## config.mk

```make
export PLATFORM = sky130hd
export DESIGN_NAME = gsim_row_fetch
export DESIGN_NICKNAME = d
export VERILOG_FILES = /design/src/rtl/gsim_row_fetch.sv
export SDC_FILE = /design/constraint.sdc
export NUM_CORES = 1
export LEC_CHECK = 0
export ABC_CLOCK_PERIOD_IN_PS = 3500
export CAP_MARGIN = 5
export CELL_PAD_IN_SITES_DETAIL_PLACEMENT = 1
export CELL_PAD_IN_SITES_GLOBAL_PLACEMENT = 1
export CORE_MARGIN = 5
export CORE_UTILIZATION = 43
export DETAILED_ROUTE_END_ITERATION = 6
export PLACE_DENSITY_LB_ADDON = 0.1
export SYNTH_ARGS = -nofsm -noshare
export SYNTH_HDL_FRONTEND = slang
export SYNTH_SLANG_ARGS = --single-unit
export TNS_END_PERCENT = 30
```

## constraint.sdc

```tcl
create_clock -name i_clk -period 3.5 [get_ports i_clk]
set_input_delay 0.875 -clock i_clk [delete_from_list [all_inputs] [get_ports i_clk]]
set_output_delay 0.875 -clock i_clk [all_outputs]
set_load 0.02 [all_outputs]
```

## src/rtl/gsim_row_fetch.sv

```systemverilog
// Row-fetch front end: streams matrix words from memory under credit control and
// hands them to the solver through a small tagged FIFO.
module gsim_row_fetch #(
  parameter int DEPTH = 4
) (
  input  logic         i_clk,
  input  logic         i_reset,
  input  logic         i_start,
  input  logic [4:0]   i_matrix_num,
  output logic         o_mem_rreq,
  output logic [9:0]   o_mem_addr,
  input  logic         i_mem_rrdy,
  input  logic [255:0] i_mem_dout,
  input  logic         i_mem_dout_vld,
  output logic         o_row_vld,
  output logic [255:0] o_row_data,
  output logic [3:0]   o_row_mat,
  output logic [4:0]   o_row_idx,
  input  logic         i_row_rdy,
  output logic         o_busy,
  output logic         o_done
);

  localparam int CW = $clog2(DEPTH + 1);
  localparam int AW = (DEPTH > 1) ? $clog2(DEPTH) : 1;

  typedef enum logic [1:0] {IDLE, FETCH, DRAIN, DONE} state_t;

  state_t        state;
  logic [CW-1:0] credit;
  logic [CW-1:0] credit_next;
  logic [CW-1:0] inflight;
  logic [CW-1:0] fifo_cnt;
  logic [9:0]    last_addr;
  logic [9:0]    pop_cnt;
  logic [9:0]    word_total;
  logic [3:0]    ret_mat;
  logic [4:0]    ret_row;
  logic          accept;
  logic          pop;
  logic          push;
  logic          start_ok;
  logic [AW-1:0] wr_pos;

  logic [255:0]     fifo_data [DEPTH];
  logic [3:0]       fifo_mat  [DEPTH];
  logic [4:0]       fifo_idx  [DEPTH];
  logic [DEPTH-1:0] fifo_vld;

  assign o_row_vld  = fifo_vld[0];
  assign o_row_data = fifo_data[0];
  assign o_row_mat  = fifo_mat[0];
  assign o_row_idx  = fifo_idx[0];

  // Words per run is 17*N, built as 16*N + N so no multiplier is needed.
  always_comb begin
    accept     = o_mem_rreq & i_mem_rrdy;
    pop        = fifo_vld[0] & i_row_rdy;
    push       = i_mem_dout_vld & (inflight != '0);
    start_ok   = (state == IDLE) & i_start;
    word_total = {1'b0, i_matrix_num, 4'd0} + {5'd0, i_matrix_num};
    credit_next = credit;
    if (accept & ~pop) begin
      credit_next = credit - CW'(1);
    end else if (pop & ~accept) begin
      credit_next = credit + CW'(1);
    end
    wr_pos = pop ? AW'(fifo_cnt - CW'(1)) : AW'(fifo_cnt);
  end

  always_ff @(posedge i_clk or negedge i_reset) begin
    if (!i_reset) begin
      state      <= IDLE;
      o_mem_rreq <= 1'b0;
      o_mem_addr <= '0;
      o_busy     <= 1'b0;
      o_done     <= 1'b0;
      last_addr  <= '0;
      pop_cnt    <= '0;
    end else begin
      o_done <= 1'b0;
      if (pop) begin
        pop_cnt <= pop_cnt + 10'd1;
      end
      case (state)
        IDLE: begin
          o_mem_rreq <= 1'b0;
          if (i_start) begin
            o_mem_addr <= '0;
            pop_cnt    <= '0;
            last_addr  <= word_total - 10'd1;
            if (i_matrix_num == 5'd0) begin
              state  <= DONE;
              o_done <= 1'b1;
            end else begin
              state  <= FETCH;
              o_busy <= 1'b1;
            end
          end
        end
        // Request line is recomputed from post-edge credit, so it never rises with zero credit.
        FETCH: begin
          if (accept) begin
            o_mem_addr <= o_mem_addr + 10'd1;
            if (o_mem_addr == last_addr) begin
              state      <= DRAIN;
              o_mem_rreq <= 1'b0;
            end else begin
              o_mem_rreq <= (credit_next != '0);
            end
          end else begin
            o_mem_rreq <= (credit_next != '0);
          end
        end
        DRAIN: begin
          o_mem_rreq <= 1'b0;
          if (pop && (pop_cnt == last_addr)) begin
            state  <= DONE;
            o_done <= 1'b1;
            o_busy <= 1'b0;
          end
        end
        DONE: begin
          o_mem_rreq <= 1'b0;
          state      <= IDLE;
        end
        default: begin
          o_mem_rreq <= 1'b0;
          state      <= IDLE;
        end
      endcase
    end
  end

  always_ff @(posedge i_clk or negedge i_reset) begin
    if (!i_reset) begin
      credit   <= CW'(DEPTH);
      inflight <= '0;
      ret_mat  <= '0;
      ret_row  <= '0;
    end else begin
      credit <= credit_next;
      if (accept & ~push) begin
        inflight <= inflight + CW'(1);
      end else if (push & ~accept) begin
        inflight <= inflight - CW'(1);
      end
      if (start_ok) begin
        ret_mat <= '0;
        ret_row <= '0;
      end else if (push) begin
        if (ret_row == 5'd16) begin
          ret_row <= '0;
          ret_mat <= ret_mat + 4'd1;
        end else begin
          ret_row <= ret_row + 5'd1;
        end
      end
    end
  end

  // Shift-register FIFO: entry 0 is always the head, so outputs come straight from flops.
  always_ff @(posedge i_clk or negedge i_reset) begin
    if (!i_reset) begin
      for (int i = 0; i < DEPTH; i++) begin
        fifo_data[AW'(i)] <= '0;
        fifo_mat[AW'(i)]  <= '0;
        fifo_idx[AW'(i)]  <= '0;
      end
      fifo_vld <= '0;
      fifo_cnt <= '0;
    end else begin
      if (pop) begin
        for (int i = 0; i < DEPTH - 1; i++) begin
          fifo_data[AW'(i)] <= fifo_data[AW'(i + 1)];
          fifo_mat[AW'(i)]  <= fifo_mat[AW'(i + 1)];
          fifo_idx[AW'(i)]  <= fifo_idx[AW'(i + 1)];
        end
        fifo_data[DEPTH-1] <= '0;
        fifo_mat[DEPTH-1]  <= '0;
        fifo_idx[DEPTH-1]  <= '0;
        fifo_vld <= {1'b0, fifo_vld[DEPTH-1:1]};
      end
      if (push) begin
        fifo_data[wr_pos] <= i_mem_dout;
        fifo_mat[wr_pos]  <= ret_mat;
        fifo_idx[wr_pos]  <= ret_row;
        fifo_vld[wr_pos]  <= 1'b1;
      end
      if (push & ~pop) begin
        fifo_cnt <= fifo_cnt + CW'(1);
      end else if (pop & ~push) begin
        fifo_cnt <= fifo_cnt - CW'(1);
      end
    end
  end

endmodule

```

**Yosys cells after proc, flatten, opt, wreduce, memory -nomap -nowiden**

Index checks and enable logic that the tools add are counted.

- Register bits: 1117
- Output and inout bits: 279

- Add/subtract/negate cells: 12
- $lt $le $gt $ge: 4
- Equality and inequality tests: 11
- Multiplexer cells: 58
- Bitwise gates (word level): 15
- Reduce and logical (&&, ||, !) cells: 20

Operators with widths:

| kind | count |
|---|---|
| bitwise mux 1024 bit | 1 |
| two-way mux 1024 bit | 1 |
| demux 256 bit (select 2 bit) | 1 |
| two-way mux 256 bit | 2 |
| two-way mux 512 bit | 1 |
| two-way mux 10 bit | 6 |
| two-way mux 4 bit | 7 |
| two-way mux 5 bit | 5 |
| adder 10 x 1 -> 10 bit (second input constant) | 2 |
| bitwise mux 20 bit | 1 |
| equality test 10 bit | 2 |
| two-way mux 20 bit | 1 |
| one-hot mux 10 bit (2 select lines) | 1 |
| two-way mux 3 bit | 6 |
| bitwise mux 16 bit | 1 |
| two-way mux 16 bit | 1 |
| two-way mux 2 bit | 6 |
| nonzero test 2 bit | 6 |
| adder 9 x 5 -> 10 bit | 1 |
| AND 1 bit | 10 |
| demux 5 bit (select 2 bit) | 1 |
| != test 2 bit (second input constant) | 5 |
| subtractor 10 x 1 -> 10 bit (second input constant) | 1 |
| adder 3 x 1 -> 3 bit (second input constant) | 3 |
| 27 further kinds | 48 |

**Longest topological paths before layout**

Gate-level depths: netlist of run 1.

- Word-level depth: 9
- Mapped depth: 10

**Worst setup path after synthesis of run 1**

No wires, ideal clock.

- Kind: input port to flip-flop
- From: input i_matrix_num[1]
- To: register last_addr[9]
- Arrival: 2.645 ns
- Data required time: 3.431 ns
- Setup slack: 0.786 ns
- Cell stages on the path: 9
- Path through: inv_1 > ha_1 > fa_1 > nor2b_1 > o21ai_2 > a21boi_1 > o41a_1 > or4_1 > nand3_1

- Cells in the longest elaborated chain, start to end: 2

RTL lines:

| item | line | RTL |
|---|---|---|
| start: declaration | 9 | `input logic [4:0] i_matrix_num,` |
| adder 9 x 5 -> 10 bit | 61 | `word_total = {1'b0, i_matrix_num, 4'd0} + {5'd0, i_matrix_num};` |
| subtractor 10 x 1 -> 10 bit | 91 | `last_addr <= word_total - 10'd1;` |
| end signal: assignment | 91 |  |
| end: declaration | 34 | `logic [9:0] last_addr;` |

Every way passes these cells.
A chain may end at the register's enable or synchronous reset.

**Worst setup path in the final report of run 1**

Ends and elaborated chain as after synthesis.

==> impl_results.md, run 1 <==
* Status: complete, no violations
* Clock share of power at 46.9%
* Static Leak at roughly 15 nW
* FP Rows at 93
* Switching part of the total at around a quarter
* RSZ-0062 raised after global routing: false
* Setup Crit Path Kind: in -> reg
* Metal3 WL at 4970 um
* Worst Reg2Reg Path Length in Cells at 8
* Hold WC Path Type: in -> async
* Core area at between 60000 and 70000 um^2
* R2r setup slk at ~1.2 ns
* Req. time, crit path at 4.03 ns
* Post-synthesis register bit count at 586
* Worst skew pair latency at 0.60 ns
* Hold buffers post-CTS at 0
* Area growth, synth to finish at 23.0%
* Fill cell count at 7142
* Max Clock Freq at 352 MHz
* CP Capture Type: flip-flop
* CTS tree: built
* Top_reg_cell synth: dfrtp_1
* Worst setup endpoint: last_addr[9]
* Via density per instance at 5.18
* Worst IR Drop VDD at around 0.00037 V
* Cell with the most instances after synthesis: nand2_1
* Compound-Gate Fraction of Synth Area at 11.1%
* Synth Area in Adders at 1.08%
* Crit path DAT at 3.37 ns
* First-pass GRT wire length at about 130000 um
* Clk slew on worst S/H paths at 0.06 ns
* Largest family of logic cells by synthesized area: simple AND/OR/NAND/NOR gates
* Max Slew Vio Count at 0
* Final HPWL DP at 57100 um
* CP Launch Type: input pin
* Die width at 265 um
* Finished Cell Area at approximately 34000 um^2
* Comb pwr share at 6.9%
* Post-synth top area cell: dfrtp_1
* Sequential share of the synthesized area at 52.5%
* Clk root buf: clkbuf_16
* H-tree depth at 3
* CTS sink count at 586
* Antenna violations before repair at 24
* Max Buffers Root-to-Sink at 3
* Post-synth top area share at a little over half
* Async S/R FF share, synth at 100%
* Routed wire per std cell at approximately 20 um
* Post-Syn Area at 28000 um^2
* Metal2 WL at 41400 um
* Number of flops mapped to enable cells by yosys at 0
* Post-CTS Resized at 0
* YS warnings at 0
* Starting Density at 43.4%
* Worst r2r src: state[0]
* Largest net degree at the start of global routing at 181
* Average size of a mapped cell at 9.56 um^2
* Max cap viols at 0
* Placed Area at 32100 um^2
* Post-CTS setup buffers at 0
* Setup Slack @ Placement at 0.0897 ns
* Footprint of the multi-input gates at 10200 um^2
* Cells after synthesis at between 2000 and 3000
* CTS Buf Count at 68
* Worst Setup SP: i_matrix_num[1]
* Gp weighted congestion at 0.801
* Remaining global-route overflow at 0
* Min cycle time layout at 2.84 ns
* Vias in the first global route at 22896
* Cell Pwr Density at around 440 nW/um^2
* Slew at the pin closest to its max-slew limit at 1.05 ns
* Share of layout cells above drive strength 1 at 5.37%
* DR iter-0 viols at between 1000 and 1500
* Synth Net Count at 3213
* Internal at ~12 mW
* GRT Resource Usage Total at 22.8%
* Final non-filler cell total at 4056
* Nets at 3423
* Register area at 14700 um^2
* Post-Route Skew at slightly above 0.02 ns
* Top cells by instance count after synthesis: nand2_1 (833), dfrtp_1 (585), o21ai_1 (398), buf_4 (288), mux2i_1 (266)
* Sequential power share at a little under half
* Detailed-route via count at around 21000
* CP Max Fanout at 3
* WL final at ~83000 um
* Tcrit/Tclk final at 81.1%
* Net Switching at 3.52 mW
* Post-Synth Simple-Gate Area at 12.9%
* Metal1 wirelength at 32800 um
* RR Endpoint: o_mem_addr[9]
* Routed Antenna Nets at 0
* Post-Synth XOR/XNOR Area at 1.60%
* Final setup violation count at 0
* Drt drc at 0
* Post-Place Cells at 3918
* Setup WS post-layout at 0.661 ns
* Top Metal Used: met5
* DIE HEIGHT at 265 um
* Final core occ at between 50% and 60%
* Netlist cell types at 60
* Final Hold Viols at 0
* Final setup TNS at 0 ns
* I/O Buffers at 545
* Fraction of synthesized area in multiplexers at a little under a tenth
* IO Pins at ~550
* Slew HR at 30.0%
* Die area at 70200 um^2
* Pre-Repair DR Iteration Count at 4
* Largest cells by area after synthesis: dfrtp_1 (52%), nand2_1 (11%), mux2i_1 (9.5%)
## through the flow
stage	power, mW	hold slack [ns]
global route	15.6	0.287
detailed placement	8.11	0.470
CTS	15.3	0.269
finish	15.0	0.251
global placement	8.07	0.459
floorplan	7.41	0.443
## how the worst min path moves through the flow
stage	start	endpoint	cells after the start
after floorplan	inflight[2]	inflight[2]	1
final	i_reset	o_mem_addr[5]	1
after global routing	i_reset	o_mem_addr[5]	1
after CTS	i_reset	o_mem_addr[5]	1
after detailed placement	fifo_vld[3]	fifo_vld[3]	2
after global placement	inflight[2]	inflight[2]	1
## sequential cells by signal, summed over array words and instances, names as in the netlist, 4 cells and up
name	cells
o_row_mat	4
o_row_idx	5
last_addr	10
o_mem_addr	10
o_row_data	256
fifo_data	256
ret_mat	4
pop_cnt	10
fifo_mat	4
fifo_idx	5
ret_row	5
fifo_vld	4
## layout make-up
cell class	count	share of cell area [%]
Sequential cell	586	42.7
Multi-Input combinational cell	1861	29.5
Timing Repair Buffer	593	17.8
Clock buffer	99	5.79
Tap cell	855	3.11
Clock inverter	23	0.666
Inverter	23	0.251
Antenna cell	16	0.116
## power groups by stage
stage,Clock [mW],Combinational [mW],Sequential (mW)
CTS,7.27,1.05,6.95
floorplan,0,0.378,7.04
detailed placement,0,1.05,7.07
global route,7.55,1.13,6.95
global placement,0,1.00,7.07
finish,7.06,1.03,6.95
## worst max-delay path, stage by stage
cell	delay, ns
clkdlybuf4s50_1	0.48
inv_1	0.09
ha_1	0.23
fa_1	0.41
nor2b_1	0.16
o21ai_2	0.16
a21boi_1	0.13
o41a_1	0.33
or4_1	0.40
nand3_1	0.09
## placed cells by master (no fill, tap or decap), types with 21 or more instances in the layout
cell,n
o21ai_0,150
buf_4,23
dfrtp_1,585
inv_1,22
nand2_1,833
o21ai_1,398
clkbuf_16,70
xor2_1,37
nor2_1,41
mux2i_1,266
clkdlybuf4s50_1,544
ha_1,21
buf_12,25
## kinds of logic (layout without fill, tap and decap cells)
group                    Yosys count  after routing
XOR/XNOR                          49             49
AND/OR/NAND/NOR                  928            928
other                              0             16
adder cells (fa/ha/maj)           23             23
AO/OA/AOI/OAI                    594            594
buffers and inverters            476            738
multiplexers                     267            267
flip-flops                       586            586
## layer usage
metal | track usage (%) | vias up
li1 | - | 9857
met1 | 27.0 | 10482
met2 | 38.9 | 453
met3 | 6.65 | 178
met4 | 9.87 | 20
met5 | 0 | -
Power figures use the tool's default switching activity.
==> inputs of run 2 (changes only) <==
--- a/config.mk
+++ b/config.mk
@@ -5,12 +5,12 @@
 export SDC_FILE = /design/constraint.sdc
 export NUM_CORES = 1
 export LEC_CHECK = 0
-export ABC_CLOCK_PERIOD_IN_PS = 3500
+export ABC_CLOCK_PERIOD_IN_PS = 3000
 export CAP_MARGIN = 5
 export CELL_PAD_IN_SITES_DETAIL_PLACEMENT = 1
 export CELL_PAD_IN_SITES_GLOBAL_PLACEMENT = 1
 export CORE_MARGIN = 5
-export CORE_UTILIZATION = 43
+export CORE_UTILIZATION = 40
 export DETAILED_ROUTE_END_ITERATION = 6
 export PLACE_DENSITY_LB_ADDON = 0.1
 export SYNTH_ARGS = -nofsm -noshare
==> constraint.sdc (replaced) <==
create_clock -name i_clk -period 3 [get_ports i_clk]
set_input_delay 0.75 -clock i_clk [delete_from_list [all_inputs] [get_ports i_clk]]
set_output_delay 0.75 -clock i_clk [all_outputs]
set_load 0.02 [all_outputs]
==> impl_results.md, run 2 (synthesis gave the netlist of run 1 again) <==
* Status: complete, no violations
* Max Clock Freq at 370 MHz
* Detailed-route via count at 21230 (+1.1%)
* Worst IR Drop VDD at 0.000369 V (-0.87%)
* Tcrit/Tclk final at 90.2%
* Cell Pwr Density at 500 nW/um^2 (+14%)
* Setup Crit Path Kind: in -> reg
* Post-Place Cells at 4043 (+3.2%)
* Max cap viols at 0 (unchanged)
* WL final at 85000 um (+2.7%)
* Min cycle time layout at 2.71 ns
* Fill cell count at 7746 (+8.5%)
* Final Hold Viols at 0 (unchanged)
* H-tree depth at 3 (unchanged)
* Setup Slack @ Placement at -0.297 ns (-0.387 ns)
* Worst skew pair latency at 0.60 ns (about the same)
* CP Max Fanout at 3 (unchanged)
* CTS Buf Count at 70 (+2.9%)
* Die width at 274 um (+3.5%)
* Final setup violation count at 0 (unchanged)
* Post-Route Skew at 0.0148 ns (-0.00597 ns)
* Hold buffers post-CTS at 0 (unchanged)
* Static Leak at 15.5 nW (+1.6%)
* Slew HR at 44.5% (+14 points)
* Slew at the pin closest to its max-slew limit at 0.833 ns (-0.216 ns)
* Nets at 3465 (+1.2%)
* Worst Setup SP: i_matrix_num[1]
* Max Slew Vio Count at 0 (unchanged)
* Die area at 75300 um^2 (+7.2%)
* CTS tree: built
* Routed wire per std cell at 20.4 um (-0.22%)
* Most frequent cells in the layout: nand2_1 (833), dfrtp_1 (585), clkdlybuf4s50_1 (544), o21ai_1 (398), mux2i_1 (266)
* Clk root buf: clkbuf_16
* DR iter-0 viols at 1019 (-8.9%)
* GRT Resource Usage Total at 22.1% (-0.74 points)
* Via density per instance at 5.09 (-1.7%)
* Clk slew on worst S/H paths at 0.06 ns (about the same)
* Area growth, synth to finish at 25.0%
* Req. time, crit path at 3.53 ns (-0.50 ns)
* CP Launch Type: input pin
* First-pass GRT wire length at 132000 um (+2.5%)
* RSZ-0062 raised after global routing: false
* Vias in the first global route at 23175 (+1.2%)
* Starting Density at 40.1% (-3.2 points)
* Final HPWL DP at 59900 um (+5.0%)
* Remaining global-route overflow at 0 (unchanged)
* IO Pins at 546 (unchanged)
* Max Buffers Root-to-Sink at 3 (unchanged)
* I/O Buffers at 545 (unchanged)
* Worst r2r src: inflight[1]
* Core area at 69700 um^2 (+8.1%)
* Final setup TNS at 0 ns (unchanged)
* Pre-Repair DR Iteration Count at 5 (+1)
* Largest net degree at the start of global routing at 138 (-24%)
* Antenna violations before repair at 22 (-8.3%)
* FP Rows at 97 (+4.3%)
* Hold WC Path Type: in -> async
* Post-CTS Resized at 0 (unchanged)
* CP Capture Type: flip-flop
* Gp weighted congestion at 0.816 (+1.9%)
* Share of layout cells above drive strength 1 at 6.33% (+0.96 points)
* CTS sink count at 586 (unchanged)
* Routed Antenna Nets at 0 (unchanged)
* Drt drc at 0 (unchanged)
* Post-CTS setup buffers at 0 (unchanged)
* Commonest non-fill, non-tap cell in the layout: nand2_1
* DIE HEIGHT at 274 um (+3.5%)
* Setup WS post-layout at 0.295 ns (-0.366 ns)
* Crit path DAT at 3.23 ns (-0.14 ns)
* Final non-filler cell total at 4173 (+2.9%)
run 2: cell types whose count changed in the layout (fill, tap and decap cells not counted), moves of 3 or more:
cell / change
diode_2: -6
buf_4: +22
clkinvlp_4: -4
bufinv_16: -3
buf_12: +18
clkbuf_1: +5
run 2: path summary, 6_finish.rpt:
kind,end,slack (ns),cells after the start
worst min register to register,fifo_vld[3],0.48,2
worst max-delay path,last_addr[9],0.29,10
worst min-delay path,o_row_data[233],0.20,1
min in group i_clk,fifo_vld[3],0.48,2
worst max register to register,inflight[2],0.76,8
max in group asynchronous,fifo_data[688],1.87,2
run 2: routing by layer:
layer / vias up / share of wire, % / GRT usage [%]
met5: - / 0.16 / 0
met3: 188 / 6.1 / 6.62
met4: 22 / 4.3 / 9.07
met2: 444 / 49 / 37.7
li1: 9922 / - / -
met1: 10654 / 40 / 26.1
run 2: worst max-delay path: stages:
cell and delay [ns]:
clkdlybuf4s50_1 0.54, inv_1 0.09, ha_1 0.21, fa_1 0.39
nor2b_1 0.16, o21ai_2 0.14, a21boi_1 0.10, o41a_1 0.34
or4_1 0.41, nand3_1 0.09
run 2: through the flow:
step	power, mW	hold slack (ns)	cell area, um^2	util (%)
final	17.5	0.202	34900	50.1
after global routing	18.2	0.214	34900	50.1
after CTS	17.7	0.200	34900	50.1
after detailed placement	9.53	0.476	32700	47.0
after global placement	9.50	0.456	32700	47.0
after floorplan	8.65	0.443	28000	-
run 2: power breakdown:
| group | switching [mW] | internal [mW] | total, mW |
|---|---|---|---|
| Combinational | 0.661 | 0.603 | 1.26 |
| Sequential | 0.122 | 7.99 | 8.11 |
| Clock | 3.35 | 4.75 | 8.10 |
| Total | 4.13 | 13.3 | 17.5 |
run 2: cell type report:
class	count	area, um^2	share of cell area, %
Antenna cell	10	25.0	0.0716
Clock buffer	107	2070	5.94
Clock inverter	13	90.1	0.258
Inverter	23	86.3	0.247
Multi-Input combinational cell	1861	10200	29.1
Sequential cell	586	14700	42.0
Tap cell	940	1180	3.37
Timing Repair Buffer	633	6660	19.1
==> inputs of run 3 (changes only) <==
--- a/config.mk
+++ b/config.mk
@@ -5,12 +5,13 @@
 export SDC_FILE = /design/constraint.sdc
 export NUM_CORES = 1
 export LEC_CHECK = 0
-export ABC_CLOCK_PERIOD_IN_PS = 3000
+export ABC_CLOCK_PERIOD_IN_PS = 2800
 export CAP_MARGIN = 5
 export CELL_PAD_IN_SITES_DETAIL_PLACEMENT = 1
 export CELL_PAD_IN_SITES_GLOBAL_PLACEMENT = 1
 export CORE_MARGIN = 5
 export CORE_UTILIZATION = 40
+export CTS_CLUSTER_SIZE = 25
 export DETAILED_ROUTE_END_ITERATION = 6
 export PLACE_DENSITY_LB_ADDON = 0.1
 export SYNTH_ARGS = -nofsm -noshare
==> constraint.sdc (replaced) <==
create_clock -name i_clk -period 2.8 [get_ports i_clk]
set_input_delay 0.7 -clock i_clk [delete_from_list [all_inputs] [get_ports i_clk]]
set_output_delay 0.7 -clock i_clk [all_outputs]
set_load 0.02 [all_outputs]
==> impl_results.md, run 3 (synthesis gave the netlist of run 1 again) <==
* Critical path buffers and inverters at 1 (-1)
* Vias in the first global route at 23114 (-0.26%)
* Final setup violation count at 0 (unchanged)
* Max Clock Freq at between 300 and 400 MHz
* Drt drc at 0 (unchanged)
* Post-Route Skew at 0.0202 ns (+0.00541 ns)
* Detailed-route via count at 21132 (-0.46%)
* CP Launch Type: input pin
* Largest net degree at the start of global routing at 119 (-14%)
* IO Pins at 546 (unchanged)
* Max cap viols at 0 (unchanged)
* CP Max Fanout at 3 (unchanged)
* Antenna violations before repair at 18 (-18%)
* DIE HEIGHT at 274 um (unchanged)
* FP Rows at 97 (unchanged)
* CP max-delay cell: clkdlybuf4s50_1
* Placed Area at 32700 um^2 (about the same)
* Core area at 69700 um^2 (unchanged)
* Most frequent cells in the layout: nand2_1 (833), dfrtp_1 (585), clkdlybuf4s50_1 (543), o21ai_1 (398), mux2i_1 (266)
* Nets at 3474 (+0.26%)
* Fill cell count at 7733 (-0.17%)
* Clk slew on worst S/H paths at 0.05 ns (about the same)
* Critical path, cell by cell: clkdlybuf4s50_1, ha_1, fa_1, nor2b_1, o21ai_2, a21boi_1, o41a_1, or4_1, nand3_1
* Max Buffers Root-to-Sink at 3 (unchanged)
* WL final at 84400 um (-0.80%)
* DR iter-0 viols at 1121 (+10%)
* Hold Worst Slack at 0.489 ns (+0.287 ns)
* Routed Antenna Nets at 0 (unchanged)
* Worst path max stage delay at 0.47 ns (-0.07 ns)
* Via density per instance at 5.05 (-0.68%)
* Final HPWL DP at 59900 um (about the same)
* Metal3 WL at 4670 um (-11%)
* Starting Density at 40.1% (unchanged)
* Max Slew Vio Count at 0 (unchanged)
* CTS tree: built
* First-pass GRT wire length at 131000 um (-0.54%)
* Tot Pwr at 19.2 mW (+9.8%)
* RSZ-0062 raised after global routing: false
* Hold WC Path Type: reg -> reg
* Worst path top cell family by delay: simple AND/OR/NAND/NOR gates
* Footprint of the multi-input gates at 10200 um^2 (unchanged)
* Worst IR Drop VDD at 0.000343 V (-6.8%)
* Metal2 WL at 42100 um (+0.15%)
* Static Leak at 15.7 nW (+0.79%)
* Final core occ at 50.3% (+0.20 points)
* Setup Crit Path Kind: in -> reg
* Metal1 wirelength at 34300 um (+1.1%)
* Pre-Repair DR Iteration Count at 4 (-1)
* Die width at 274 um (unchanged)
* CTS sink count at 586 (unchanged)
* Worst skew pair latency at 0.60 ns (about the same)
* Final Hold Viols at 0 (unchanged)
* Req. time, crit path at 3.32 ns (-0.21 ns)
* Cell Pwr Density at 547 nW/um^2 (+9.4%)
* CP Capture Type: flip-flop
* Remaining global-route overflow at 0 (unchanged)
* Slew HR at 56.8% (+12 points)
* Final setup TNS at 0 ns (unchanged)
* Area growth, synth to finish at 25.5%
* Top Metal Used: met5
* Finished Cell Area at 35100 um^2 (+0.40%)
* Status: complete, no violations
* Commonest non-fill, non-tap cell in the layout: nand2_1
* I/O Buffers at 545 (unchanged)
* Register area at 14700 um^2 (unchanged)
* Share of layout cells above drive strength 1 at 7.01% (+0.69 points)
* Slew at the pin closest to its max-slew limit at 0.649 ns (-0.185 ns)
* Min cycle time layout at roughly 2.6 ns
* CTS Buf Count at 70 (unchanged)
* Die area at 75300 um^2 (unchanged)
* Routed wire per std cell at 20.2 um (-1.0%)
* GRT Resource Usage Total at 21.9% (-0.15 points)
* H-tree depth at 3 (unchanged)
* Clk root buf: clkbuf_16
* Crit path DAT at 3.16 ns (-0.07 ns)
* Gp weighted congestion at 0.793 (-2.9%)
* Tcrit/Tclk final at 94.3%
==> run 3: worst paths after layout <==
path | to | slack [ns] | cells past startpoint | start
setup / recovery | last_addr[9] | 0.16 | 9 | i_matrix_num[0]
hold / removal | fifo_vld[3] | 0.49 | 2 | fifo_vld[3]
setup reg to reg | inflight[2] | 0.61 | 8 | inflight[1]
hold reg to reg | fifo_vld[3] | 0.49 | 2 | fifo_vld[3]
max in group asynchronous | fifo_data[555] | 1.18 | 4 | i_reset
min in group asynchronous | o_mem_addr[7] | 0.57 | 2 | i_reset
==> run 3: layout make-up <==
type                            instances  share of cell area (%)
Antenna cell                            6                  0.0428
Sequential cell                       586                    41.8
Inverter                               23                   0.246
Clock inverter                         28                   0.838
Multi-Input combinational cell       1861                    29.0
Tap cell                              940                    3.35
Clock buffer                           96                    5.73
Timing Repair Buffer                  642                    19.0
==> run 3: worst reg2reg max path, cell delays in order (launching register included) <==
cell and delay, ns:
dfrtp_1 0.41, o31a_1 0.33, inv_1 0.21, ha_1 0.25, inv_1 0.07, fa_1 0.38
xor2_1 0.16, nor2_1 0.13, xor2_1 0.17
==> run 3: through the flow <==
step / setup slack (ns) / cells
CTS: 0.0263 / 4176
finish: 0.158 / 4182
floorplan: 0.261 / 2923
global route: 0.0649 / 4181
global placement: -0.393 / 4051
detailed placement: -0.541 / 4051
==> run 3: per-layer routing <==
metal | GRT usage, % | vias up
met5 | 0 | -
li1 | - | 9950
met4 | 8.79 | 18
met2 | 37.4 | 444
met3 | 5.71 | 162
met1 | 26.6 | 10558
==> run 3: repair_timing <==
item                                    in CTS  in global routing
buffers inserted                             0                  0
endpoints found under the setup margin       0                  2
gates resized for setup                      0                  1
hold buffers                                 1                  0
hold endpoints to repair                    21                  0
==> run 3: power breakdown <==
group | internal (mW) | leakage (nW) | switching [mW]
Sequential | 8.56 | 8.16 | 0.136
Clock | 5.49 | 1.15 | 3.64
Combinational | 0.645 | 6.34 | 0.715
==> patch (settings of run 3) <==
Change the parameter `DEPTH` from 4 to 2.
--- a/src/rtl/gsim_row_fetch.sv
+++ b/src/rtl/gsim_row_fetch.sv
@@ -1,7 +1,7 @@
 // Row-fetch front end: streams matrix words from memory under credit control and
 // hands them to the solver through a small tagged FIFO.
 module gsim_row_fetch #(
-  parameter int DEPTH = 4
+  parameter int DEPTH = 2
 ) (
   input  logic         i_clk,
   input  logic         i_reset,
Behaviour: no difference found for any inputs over 4 cycles, from zero or initial values and one cycle with i_reset low; that may be too few to reach the edited logic, so the function may still have changed.
==> patch against run 3 <==
Critical path depth decreased by 8; hold slack got worse by 400 ps; final area decreased by 40%; area after synthesis decreased by 52%; total power decreased by 44%; die area decreased by 50%; setup slack improved by 210 ps; sequential cell count decreased by 270; via count decreased by 40%; routed wire length decreased by 34%; register-to-register slack got worse by 50 ps; cell count decreased by 40%; critical path type is now flip-flop to primary output; critical endpoint is now o_mem_addr[0]; largest cell class unchanged; highest routed layer unchanged.
==> patch: results (changes against run 3) <==
Worst slew margin: 0.4417 (was 0.5676)
Top cells by count, synth: 561 x nand2_1, 315 x dfrtp_1, 153 x o21ai_1 (was 833 x nand2_1, 585 x dfrtp_1, 398 x o21ai_1)
Compound-Gate Fraction of Synth Area: 0.1277 (was 0.1107)
Drt wl/cell: 22.43 um (was 20.17 um)
Post-Route Utilization: 0.6262 (was 0.5034)
Dpl hpwl: 41190 um (was 59900 um)
Clk_lat worst skew: 520 ps (was 600 ps)
Largest net degree at the start of global routing: 171 (was 119)
Seq/Total Area, Yosys: 0.5865 (was 0.5247)
Placed Area: 19660 um^2 (was 32740 um^2)
Synth Area in Adders: 0.02004 (was 0.01083)
Mux cell area share after synthesis: 0.0007423 (was 0.09566)
Reg area: 7909 um^2 (was 14670 um^2)
Initial drt markers: 503 (was 1121)
Comb_multi_in: 1035 (was 1861)
Clock buf count: 60 (was 96)
Syn Nets: 1753 (was 3213)
Leakage dissipation: 9.000 nW (was 15.66 nW)
Top post-synthesis cells by area: dfrtp_1 58%, nand2_1 16%, o21ai_1 5.7%, o21ai_0 4.8%, xor2_1 2.3% (was dfrtp_1 52%, nand2_1 11%, mux2i_1 9.5%, buf_4 7.7%, o21ai_1 7.1%)
Dpl ws: -113.0 ps (was -541.2 ps)
First-pass GRT wire length: 83580 um (was 131300 um)
Cts hold-fix bufs: 0 (was 1)
Met2 Usage GRT: 0.4908 (was 0.3738)
XOR/XNOR share of the synthesized area: 0.03378 (was 0.01603)
Buffers, non-clock: 602 (was 642)
Filler Cells Inserted: 3710 (was 7733)
GP Congestion: 0.8690 (was 0.7927)
R2r startpoint: state[1] (was inflight[1])
Layout cells sized above 1: 0.06133 (was 0.07015)
Internal power of the cells: 0.008218 W (was 0.01469 W)
Comb pwr: 0.00108 W (was 0.00136 W)
Logic inverters: 19 (was 23)
Run status: finished clean (unchanged)
Reg power frac: 0.442 (was 0.453)
Data buffer area share: 0.2942 (was 0.1902)
Fraction of area in multi-input gates: 0.2364 (was 0.2896)
H-tree depth: 2 (was 3)
Die ar.: 37480 um^2 (was 75260 um^2)
Met1 usage in global routing: 0.3076 (was 0.2661)
N_diodes: 14 (was 6)
Top Family by Delay on Critical Path: buffers and inverters (was simple AND/OR/NAND/NOR gates)
GR Util met3: 0.09167 (was 0.05714)
FF+latch count, synth: 316 (was 586)
Max incr delay on CP: 690 ps (was 470 ps)
Hold Path Class: input pin to asynchronous set/reset pin (was flip-flop to flip-flop)
-- patch: cell types whose count changed after synthesis, sizes merged, moves of 3 or more --
cell	change
o21ai	-267
nor2	-13
xnor2	+4
and3	+3
dfrtp	-270
buf	-316
clkbuf	-42
inv	-3
nand2	-274
or3	-3
mux2i	-265
nor2b	-3
a21oi	+6
-- patch: cell families (layout without fill, tap and decap cells) --
family,count (synthesis),in the layout
and+or+nand+nor,636,636
buffers and inverters,114,687
xor gates and xnor gates,52,52
muxes,1,1
AOI/OAI and AO/OA,325,325
other,0,14
adders and majority gates,21,21
DFF,316,316
-- patch: worst max path at each step --
stage / cells after the start / start / end / slack [ps]
CTS: 1 / o_mem_addr[0] / o_mem_addr[0] / 340
global placement: 11 / i_matrix_num[0] / last_addr[9] / -4
detailed placement: 11 / i_matrix_num[1] / last_addr[9] / -110
floorplan: 10 / i_matrix_num[1] / last_addr[9] / 560
global route: 11 / i_matrix_num[1] / last_addr[9] / 260
finish: 1 / o_mem_addr[0] / o_mem_addr[0] / 370
-- patch: per-stage QoR --
stage	TNS (ps)	hold slack, ps	cells	power, W
5_1_grt	0	100.9	2499	0.01123
2_1_floorplan	0	404.4	1465	0.005233
4_1_cts	0	92.09	2486	0.01088
6_report	0	84.74	2500	0.01078
3_3_place_gp	-3.909	461.7	2420	0.005895
3_5_place_dp	-218.1	489.8	2420	0.005934
-- patch: routing by layer --
metal  up-vias  routed length (um)  part of all wire
li1       5882                   -                 -
met1      6223               20080              0.36
met2       438               28130              0.50
met3       148                4254             0.076
met4        10                3562             0.064
met5         -                  54           0.00096
